### src/rtl/rf_wb_arbiter.sv
// Register-file write-port arbiter: pipeline WB > MDU > debug, with an MDU starvation guard.
// Define RF_WB_PERF_EN to build the MDU-blocked cycle counter on o_perf_mdu_block.
//
// state    | meaning
// ---------+-------------------------------------------------------------
// ST_IDLE  | no MDU request pending
// ST_WAIT  | MDU request pending and denied at least once; r_starve_cnt counts denials
// ST_STALL | o_stall_req=1; WB write ignored, MDU granted
module rf_wb_arbiter #(
    parameter int DATA_W     = 32,
    parameter int STARVE_MAX = 8
) (
    input  logic              i_clk,
    input  logic              i_rst,
    input  logic              i_wb_we,
    input  logic [4:0]        i_wb_wa,
    input  logic [DATA_W-1:0] i_wb_wd,
    input  logic              i_mdu_valid,
    input  logic [4:0]        i_mdu_wa,
    input  logic [DATA_W-1:0] i_mdu_wd,
    output logic              o_mdu_ready,
    input  logic              i_dbg_valid,
    input  logic [4:0]        i_dbg_wa,
    input  logic [DATA_W-1:0] i_dbg_wd,
    output logic              o_dbg_ready,
    output logic              o_stall_req,
    output logic              o_rf_we,
    output logic [4:0]        o_rf_wa,
    output logic [DATA_W-1:0] o_rf_wd,
    output logic [31:0]       o_perf_mdu_block
);

    typedef enum logic [1:0] {
        ST_IDLE  = 2'd0,
        ST_WAIT  = 2'd1,
        ST_STALL = 2'd2
    } state_t;

    localparam logic [7:0] STARVE_MAX_W = 8'(STARVE_MAX);

    state_t            r_state;
    state_t            w_state_nxt;
    logic [7:0]        r_starve_cnt;
    logic [7:0]        w_starve_cnt_nxt;
    logic [7:0]        w_starve_cnt_inc;
    logic              r_stall_req;
    logic              r_rf_we;
    logic [4:0]        r_rf_wa;
    logic [DATA_W-1:0] r_rf_wd;

    logic              w_in_stall;
    logic              w_wb_grant;
    logic              w_mdu_grant;
    logic              w_dbg_grant;
    logic              w_mdu_denied;
    logic              w_any_grant;
    logic [4:0]        w_sel_wa;
    logic [DATA_W-1:0] w_sel_wd;
    logic              w_rf_write;

    // Grant resolution; in STALL the WB request is masked and debug is locked out.
    always_comb begin
        w_in_stall   = (r_state == ST_STALL);
        w_wb_grant   = i_wb_we && !w_in_stall;
        w_mdu_grant  = i_mdu_valid && !w_wb_grant;
        w_dbg_grant  = i_dbg_valid && !w_wb_grant && !i_mdu_valid && !w_in_stall;
        w_mdu_denied = i_mdu_valid && !w_mdu_grant;
        w_any_grant  = w_wb_grant || w_mdu_grant || w_dbg_grant;
    end

    always_comb begin
        w_sel_wa = '0;
        w_sel_wd = '0;
        if (w_wb_grant) begin
            w_sel_wa = i_wb_wa;
            w_sel_wd = i_wb_wd;
        end else if (w_mdu_grant) begin
            w_sel_wa = i_mdu_wa;
            w_sel_wd = i_mdu_wd;
        end else if (w_dbg_grant) begin
            w_sel_wa = i_dbg_wa;
            w_sel_wd = i_dbg_wd;
        end
        // x0 writes still handshake but never reach the register file.
        w_rf_write = w_any_grant && (w_sel_wa != 5'd0);
    end

    // State register
    always_ff @(posedge i_clk) begin
        if (i_rst) begin
            r_state      <= ST_IDLE;
            r_starve_cnt <= '0;
            r_stall_req  <= 1'b0;
        end else begin
            r_state      <= w_state_nxt;
            r_starve_cnt <= w_starve_cnt_nxt;
            r_stall_req  <= (w_state_nxt == ST_STALL);
        end
    end

    // Next-state logic
    always_comb begin
        w_state_nxt      = r_state;
        w_starve_cnt_nxt = r_starve_cnt;
        w_starve_cnt_inc = r_starve_cnt + 8'd1;
        case (r_state)
            ST_IDLE: begin
                if (w_mdu_denied) begin
                    w_starve_cnt_nxt = 8'd1;
                    w_state_nxt      = (8'd1 >= STARVE_MAX_W) ? ST_STALL : ST_WAIT;
                end
            end
            ST_WAIT: begin
                if (w_mdu_denied) begin
                    w_starve_cnt_nxt = w_starve_cnt_inc;
                    w_state_nxt      = (w_starve_cnt_inc >= STARVE_MAX_W) ? ST_STALL : ST_WAIT;
                end else begin
                    w_starve_cnt_nxt = '0;
                    w_state_nxt      = ST_IDLE;
                end
            end
            ST_STALL: begin
                // MDU is always granted here, so a stall lasts exactly one cycle.
                if (w_mdu_grant || !i_mdu_valid) begin
                    w_starve_cnt_nxt = '0;
                    w_state_nxt      = ST_IDLE;
                end
            end
            default: begin
                w_starve_cnt_nxt = '0;
                w_state_nxt      = ST_IDLE;
            end
        endcase
    end

    // Output logic
    always_comb begin
        o_mdu_ready = w_mdu_grant;
        o_dbg_ready = w_dbg_grant;
        o_stall_req = r_stall_req;
        o_rf_we     = r_rf_we;
        o_rf_wa     = r_rf_wa;
        o_rf_wd     = r_rf_wd;
    end

    // Write port register; address/data hold when nothing is written.
    always_ff @(posedge i_clk) begin
        if (i_rst) begin
            r_rf_we <= 1'b0;
            r_rf_wa <= '0;
            r_rf_wd <= '0;
        end else begin
            r_rf_we <= w_rf_write;
            if (w_rf_write) begin
                r_rf_wa <= w_sel_wa;
                r_rf_wd <= w_sel_wd;
            end
        end
    end

`ifdef RF_WB_PERF_EN
    logic [31:0] r_perf_mdu_block;

    always_ff @(posedge i_clk) begin
        if (i_rst) begin
            r_perf_mdu_block <= '0;
        end else if (w_mdu_denied) begin
            r_perf_mdu_block <= r_perf_mdu_block + 32'd1;
        end
    end

    assign o_perf_mdu_block = r_perf_mdu_block;
`else
    assign o_perf_mdu_block = '0;
`endif

endmodule

### config.mk
export PLATFORM = sky130hd
export DESIGN_NAME = rf_wb_arbiter
export DESIGN_NICKNAME = d
export VERILOG_FILES = /design/src/rtl/rf_wb_arbiter.sv
export SDC_FILE = /design/constraint.sdc
export NUM_CORES = 1
export LEC_CHECK = 0
export ABC_AREA = 1
export CORE_MARGIN = 2
export CORE_UTILIZATION = 35
export DETAILED_ROUTE_END_ITERATION = 10
export GPL_TIMING_DRIVEN = 0
export PLACE_DENSITY = 0.76
export SETUP_SLACK_MARGIN = 0.1
export SLEW_MARGIN = 20
export SYNTH_ARGS = -nofsm -noshare
export SYNTH_HDL_FRONTEND = slang
export SYNTH_SLANG_ARGS = --single-unit
### constraint.sdc
create_clock -name i_clk -period 1.65 [get_ports i_clk]
set_clock_uncertainty 0.15 [all_clocks]
set_input_delay 0.2475 -clock i_clk [delete_from_list [all_inputs] [get_ports i_clk]]
set_output_delay 0.2475 -clock i_clk [all_outputs]
set_load 0.005 [all_outputs]
# Word-level counts from Yosys, hierarchy flattened
# Cells that the tools add are included.
# word_totals
out_inout_bits,73
register_bits,49
input_bits,116
elab_cells,45
# op_classes
mux,15
n_reduce_logical,17
eq_ne,5
magnitude_cmp,1
n_addsub,1
# op_table
op,count
$mux W32,3
$mux W8,3
$pmux W8 S3,1
$mux W5,3
$add A8 B1 Y8 const B,1
$ge A8 B4 Y1 const B,1
$mux W2,4
$logic_and A1 B1 Y1,7
$pmux W2 S3,1
$reduce_bool A5 Y1,1
$eq A2 B2 Y1 const B,2
$logic_not A1 Y1,4
$logic_or A1 B1 Y1,3
$eq A2 B1 Y1 const B,1
$logic_not A2 Y1,1
$ne A2 B1 Y1 const B,1
$ne A2 B2 Y1 const B,1
$reduce_and A2 Y1,1

# Longest topological paths before layout
# Gate-level depths: netlist of the first run.
# logic_depth
depth_word,12
mapped_depth,12
ltp_nobuf,11

# Least setup slack after synthesis of the first run
# No wires, ideal clock.
# synth_path
path_kind,flip-flop to flip-flop
startpoint,register r_state[0]
endpoint,"register r_rf_wd[0], in the netlist o_rf_wd[0]"
path_buffers,2
slack_ps,-20
required_time_ps,1387
setup_ps,113
synth_period_minus_slack_ps,1670
t_arrival_ps,1407
stages_incl_launch_ff,13
path_cell_list,dfxtp_1 inv_2 a21oi_2 buf_4 nand2_1 nand2_1 nor2_1 nand2_2 inv_2 buf_2 nand3_1 nand2_1 nor2_1
# synth_between
elab_chain_cells,12
word_cells_on_any_way,18
classes_between,1 x eq/ne; 6 x mux; 11 x reduce/logical
# synth_lines
element,line_no,source
from (decl),41,state_t r_state;
from (signal assigned),95,r_state <= w_state_nxt;
$eq A2 B2 Y1 (*),63,w_in_stall = (r_state == ST_STALL);
$logic_not A1 Y1 (*),"64, 66",
$logic_and A1 B1 Y1,64,w_wb_grant = i_wb_we && !w_in_stall;
$logic_not A1 Y1,"65, 66",
$logic_and A1 B1 Y1 (3 in a row),66,w_dbg_grant = i_dbg_valid && !w_wb_grant && !i_mdu_valid && !w_in_stall;
$mux W5,80,end else if (w_dbg_grant) begin
$mux W5,77,end else if (w_mdu_grant) begin
$mux W5,74,if (w_wb_grant) begin
$reduce_bool A5 Y1,85,w_rf_write = w_any_grant && (w_sel_wa != 5'd0);
$logic_and A1 B1 Y1,85,
to (signal assigned),156,r_rf_wd <= w_sel_wd;
to (decl),49,logic [DATA_W-1:0] r_rf_wd;
# Mark *: on every way between the ends. The rest lies on a longest branch, timed or not.
# A chain may end at the register's enable or synchronous reset.

# Final worst setup path of the first run
# layout_path
startpoint,register r_state[0]
endpoint,"register r_rf_wd[19], in the netlist o_rf_wd[19]"
# Same word-level chain as after synthesis.

==> summary.txt, run 1 <==
Run status
  – Status: complete, but fails checks
  – Failing checks: setup timing

Synthesis
  – Yosys warnings: 0
  – Register bit total from synthesis: between 40 and 50
  – Post-Synth Adder-Cell Area: 0.00782
  – Post-Synth Simple-Gate Area: 0.455
  – Synthesized instance count: between 500 and 600
  – Sequential area share after synthesis: 0.306
  – Distinct cell type count of the synthesized netlist: 26
  – Avg Synthesized Cell Area: roughly 6.1 sq um
  – Dominant combinational cell family by area after synthesis: simple AND/OR/NAND/NOR gates
  – Synth Area in Compound Gates: 0.0289
  – Multiplexer area fraction after synthesis: 0
  – Synthesized area: around 3200 sq um
  – Post-synthesis xor/xnor area fraction: 0.0109

CTS
  – CTS H-Tree Depth: 2
  – Num CTS Buffers: 5
  – CTS tree: yes
  – CTS Hold Buffers Added: 0
  – Deepest clock path buffer count: 2
  – Reg clk slew, reported paths: 0.09 ns
  – Skew-Pair Late Insertion Delay: roughly 0.3 ns
  – Root Driver: clkbuf_8
  – Clock Sink Count: 49

Power
  – Pleak: about 2.9 nW
  – Worst VDD drop: approximately 400 uV
  – P per Cell Area: about 590 nW/um^2
  – Design Power: between 0.003 and 0.004 W

Worst hold path
  – HP Start: i_rst
  – WHS Endpoint: o_rf_we
  – Worst Hold Depth: 2
  – Hold Crit Class: in2reg

STA
  – Min cycle time layout: about 1.8 ns
  – Fin. max-slew vios: 0
  – Max frequency: roughly 0.55 GHz
  – Final setup margin: -0.160 ns
  – RSZ-0062 raised after global routing: yes
  – Final Setup Violations: 39
  – Share of the cycle needed by the critical path after routing: 1.10
  – Final Hold Violating Endpoints: 0
  – Actual slew at the worst max-slew pin: ~0.57 ns
  – Relative slew slack: 0.620

Route
  – Post-route ant nets: 0
  – WL/cell: 13.2 microns
  – WL met1: 4.69 mm
  – DRC violations left: 0
  – Initial DRT Pass Iterations: 4
  – Met3 routed WL: 698 microns
  – Detailed-route via count: 3,925
  – Top sig layer: met4
  – Routed wire length on met2: a little over 6 mm
  – Vias per cell: ~4.5
  – Final WL: ~11 mm
  – Iter 0 DRT Violations: 102

Finish
  – Share of layout cells above drive strength 1: 0.265
  – Nets@finish: 878
  – Layout Cell Area excl Fill: 5930 sq um
  – FILL cells: 800
  – # diodes: 0
  – Most frequent cells in the layout: nand2_1 (148), clkdlybuf4s50_1 (114), nor2_1 (59)
  – Final Core Density: 0.673
  – P&R area growth vs syn: 85.2%
  – Most common cell after layout, fill and taps aside: nand2_1
  – Fin cells: roughly 870

Global routing
  – First-pass GRT wire length: around 17 mm
  – Initial antenna violation count: 0
  – Gr usage total: 0.215
  – Grt ovf: 0
  – Largest net degree at the start of global routing: 15
  – Vias in the first global route: approximately 3,700

Critical path
  – Cells on worst reg2reg path: 12
  – Crit path DAT: ~1.9 ns
  – Startpoint class of the critical path: flip-flop
  – WS Path Type: reg2reg
  – Reg2Reg Launch Point: r_state[0]
  – Max FO, Critical Path: 5
  – Reg-to-reg slack, setup: -0.16 ns
  – Reg2Reg Capture Point: o_rf_wd[19]
  – Worst Setup End Kind: flip-flop
  – Worst EP required: between 1.5 and 2 ns

Die
  – Die Ht: 99.6 microns
  – Core region area: 8810 sq um
  – Die ar.: 9930 sq um
  – I/O Pins: roughly 190
  – Initial cell density of the core: 0.364
  – Row cnt: 34
  – DIE WIDTH: around 100 microns

Place
  – Area after DPL: roughly 5000 sq um
  – Number of port buffers: around 150
  – Placed cells: slightly above 800
  – Gpl congestion: ~0.72
  – DP HPWL: 7.92 mm

Job
  – Maxcap violations: 0
[per-layer routing]
metal,vias to the layer above,track usage
met5,-,0
met4,0,0.0327
met3,8,0.0450
met2,115,0.412
met1,1794,0.250
li1,2008,-
[kinds of logic after synthesis]
group	Yosys count
and+or+nand+nor	342
buffers and inverters	115
DFF	49
AOI/OAI and AO/OA	16
xor gates and xnor gates	4
adders and majority gates	2
other	1
[critical path: stages, from the launching register on]
cell and delay (ns):
dfxtp_2 0.35, inv_4 0.08, nand2_4 0.07, nand4_4 0.09
buf_6 0.13, nor2_2 0.05, nor2_4 0.15, nand2_4 0.11
nor2_8 0.20, buf_6 0.16, nand3_2 0.07, nand2_2 0.06
nor2_2 0.04
[where the power goes]
part           leakage [nW]  internal, W  switching, W
registers             0.410      0.00127     0.0000420
logic                  2.43     0.000702      0.000574
clock network        0.0585     0.000495      0.000405
total                  2.90      0.00247       0.00102
[how the worst max path moves through the flow]
stage,start,end,depth (start not counted)
detailed placement,i_wb_we,o_dbg_ready,6
finish,r_state[0],o_rf_wd[19],12
floorplan,r_state[0],o_rf_wd[0],12
global placement,i_wb_we,o_dbg_ready,6
CTS,r_state[0],o_rf_wd[1],12
global route,r_state[0],o_rf_wd[9],12
[through the flow]
stage / worst slack [ns] / hold WS (ns) / setup TNS (ns)
5_1_grt: -0.257 / 0.230 / -9.11
3_3_place_gp: -0.961 / 0.305 / -23.92
2_1_floorplan: 0.0507 / 0.295 / 0
3_5_place_dp: -0.941 / 0.316 / -25.66
6_report: -0.160 / 0.216 / -4.76
4_1_cts: -0.130 / 0.178 / -3.97
[layout make-up]
cell class,count,area (sq um),area share
Clock inverter,1,30.0,0.00506
Tap cell,108,135,0.0228
Sequential cell,49,1000,0.169
Buffer,56,443,0.0747
Timing Repair Buffer,192,1900,0.321
Inverter,58,233,0.0392
Timing Repair inverter,1,3.75,0.000633
Multi-Input combinational cell,397,2090,0.353
Clock buffer,7,86.3,0.0146
[cell usage after synthesis (all sizes together)]
| library cell | n | share of area |
|---|---|---|
| o211a | 1 | 0.0031 |
| nand3 | 80 | 0.13 |
| inv | 58 | 0.068 |
| ha | 2 | 0.0078 |
| nand4 | 2 | 0.0059 |
| dfxtp | 49 | 0.31 |
| nor2 | 89 | 0.12 |
| conb | 1 | 0.0012 |
| nand2 | 170 | 0.20 |
| or2 | 1 | 0.0020 |
| clkbuf | 11 | 0.013 |
| buf | 46 | 0.11 |
| a21oi | 12 | 0.021 |
| xor2 | 4 | 0.011 |
| o21ai | 3 | 0.0047 |
[state kept, by name, indices dropped and copies added (netlist names)]
signal        count
o_stall_req       1
o_rf_wd          32
r_starve_cnt      8
r_state           2
o_rf_wa           5
o_rf_we           1
[timing repair]
item | CTS | global route
buffers inserted | 23 | 7
setup endpoints to repair | 82 | 60
hold endpoints to repair | 0 | 0
pin swaps | 18 | 33
gates resized for setup | 128 | 75
cloned | 10 | 1
(Power assumes the default switching activity.)
==> inputs of run 2 (changes only) <==
--- a/config.mk
+++ b/config.mk
@@ -10,6 +10,7 @@
 export CORE_UTILIZATION = 35
 export DETAILED_ROUTE_END_ITERATION = 10
 export GPL_TIMING_DRIVEN = 0
+export HOLD_SLACK_MARGIN = 0.03
 export PLACE_DENSITY = 0.76
 export SETUP_SLACK_MARGIN = 0.1
 export SLEW_MARGIN = 20
==> results of run 2 <==
The final DEF is identical to that of run 1; final timing and power are the same.
==> inputs of run 3 (changes only) <==
--- a/config.mk
+++ b/config.mk
@@ -9,9 +9,10 @@
 export CORE_MARGIN = 2
 export CORE_UTILIZATION = 35
 export DETAILED_ROUTE_END_ITERATION = 10
+export DONT_BUFFER_PORTS = 1
 export GPL_TIMING_DRIVEN = 0
 export HOLD_SLACK_MARGIN = 0.03
-export PLACE_DENSITY = 0.76
+export PLACE_DENSITY = 0.49
 export SETUP_SLACK_MARGIN = 0.1
 export SLEW_MARGIN = 20
 export SYNTH_ARGS = -nofsm -noshare
==> summary.txt, run 3 (synthesis gave the netlist of run 1 again) <==
Critical path
  – Worst Setup End Kind: flip-flop
  – Worst EP required: 1.74 ns
  – Startpoint class of the critical path: flip-flop
  – Max FO, Critical Path: 6
  – WS Path Type: reg2reg
  – Reg-to-reg slack, setup: -0.11 ns
  – Crit path DAT: around 1.9 ns

Run status
  – Failing checks: setup timing
  – Status: complete, but fails checks

Route
  – Vias per cell: 4.59
  – DRC violations left: 0
  – Post-route ant nets: 0
  – Final WL: roughly 10 mm
  – Detailed-route via count: approximately 3,300
  – Iter 0 DRT Violations: between 70 and 80
  – Initial DRT Pass Iterations: 4
  – WL/cell: 13.9 microns

Finish
  – # diodes: 0
  – Most frequent cells in the layout: nand2_1 (153), nor2_1 (65), buf_4 (58)
  – Final Core Density: 0.502
  – Layout Cell Area excl Fill: roughly 4400 sq um
  – Max reg flops: 32
  – Share of layout cells above drive strength 1: 0.300
  – Nets@finish: 730
  – P&R area growth vs syn: 38.1%
  – Most common cell after layout, fill and taps aside: nand2_1

Worst hold path
  – Hold Crit Class: in2reg

Global routing
  – Grt ovf: 0
  – Largest net degree at the start of global routing: 15
  – Gr usage total: 0.180
  – Initial antenna violation count: 0
  – Vias in the first global route: approximately 3,000
  – First-pass GRT wire length: roughly 14 mm

CTS
  – Skew-Pair Late Insertion Delay: ~0.30 ns
  – Num CTS Buffers: 5
  – CTS H-Tree Depth: 2
  – Reg clk slew, reported paths: roughly 0.10 ns
  – Root Driver: clkbuf_8
  – Deepest clock path buffer count: 2
  – CTS tree: yes
  – Clock Sink Count: between 40 and 50

STA
  – Max frequency: about 0.57 GHz
  – Hold slack: ~0.022 ns
  – Share of the cycle needed by the critical path after routing: 1.07
  – Relative slew slack: 0.621
  – Final Hold Violating Endpoints: 0
  – Actual slew at the worst max-slew pin: 0.568 ns
  – Final setup margin: -0.112 ns
  – Min cycle time layout: roughly 1.8 ns
  – Fin. max-slew vios: 0
  – RSZ-0062 raised after global routing: yes
  – Final Setup Violations: 46

Die
  – Initial cell density of the core: 0.364
  – DIE WIDTH: roughly 100 microns
  – Die Ht: between 90 and 100 microns
  – I/O Pins: about 190
  – Die ar.: between 9000 and 10,000 sq um
  – Row cnt: 34
  – Core region area: 8810 sq um

Power
  – P per Cell Area: between 600 and 700 nW/um^2
  – Pleak: around 2.1 nW
  – Design Power: around 0.0030 W
  – Worst VDD drop: 330 uV

Place
  – Post-Place Setup Slack: -0.284 ns
  – Number of port buffers: 0
  – Gpl congestion: around 0.79
  – Area after DPL: between 3000 and 4000 sq um
  – DP HPWL: around 6.5 mm

Job
  – Maxcap violations: 0
-- run 3: metrics by stage --
stage               instances  TNS (ns)
global placement          668     -8.75
global route              721     -8.36
finish                    721     -3.49
floorplan                 560         0
CTS                       712     -2.84
detailed placement        668     -9.35
-- run 3: final cells by class --
type | instances | area (sq um)
fillers | 911 | 4380
well taps | 108 | 135
repair inverters | 1 | 7.51
repair buffers | 44 | 445
clock inverters | 1 | 5.00
flip-flops and latches | 49 | 992
plain buffers | 56 | 450
clock buffers | 7 | 96.3
inverters | 58 | 235
multi-input cells | 397 | 2050
-- run 3: critical path, stage by stage (launching register included) --
cell and delay (ns):
dfxtp_2 0.35, inv_4 0.08, a21oi_4 0.06, buf_6 0.14, nand2_2 0.05, nand2_2 0.06
nor2_4 0.12, nand2_4 0.11, nor2_4 0.16, buf_6 0.16, buf_8 0.13, nor2_4 0.03
nor2_1 0.09
-- run 3: power breakdown --
group          switching (W)  internal (W)  total (W)
sequential         0.0000750       0.00127    0.00134
clock               0.000413      0.000380   0.000793
combinational       0.000459      0.000388   0.000847
-- run 3: layer usage --
| layer | vias to the layer above | track usage | routed length [microns] |
|---|---|---|---|
| met4 | 0 | 0.0400 | 98 |
| met1 | 1474 | 0.207 | 4080 |
| met3 | 10 | 0.0534 | 725 |
| met5 | - | 0 | 0 |
| met2 | 107 | 0.326 | 5110 |
| li1 | 1719 | - | - |
-- run 3: path summary, 6_finish.rpt --
kind / start / to / cells past startpoint
min: i_dbg_wd[7] / o_rf_wd[7] / 4
max: r_state[0] / o_rf_wd[29] / 12
min reg2reg: r_starve_cnt[6] / r_starve_cnt[6] / 2
max reg2reg: r_state[0] / o_rf_wd[29] / 12
-- run 3: what timing repair did --
item,CTS,global route
hold buffers,4,1
endpoints found under the setup margin,50,51
gates cloned,5,5
gates resized for setup,75,47
hold endpoints to repair,4,1
buffers inserted,27,4
pin swaps,21,30
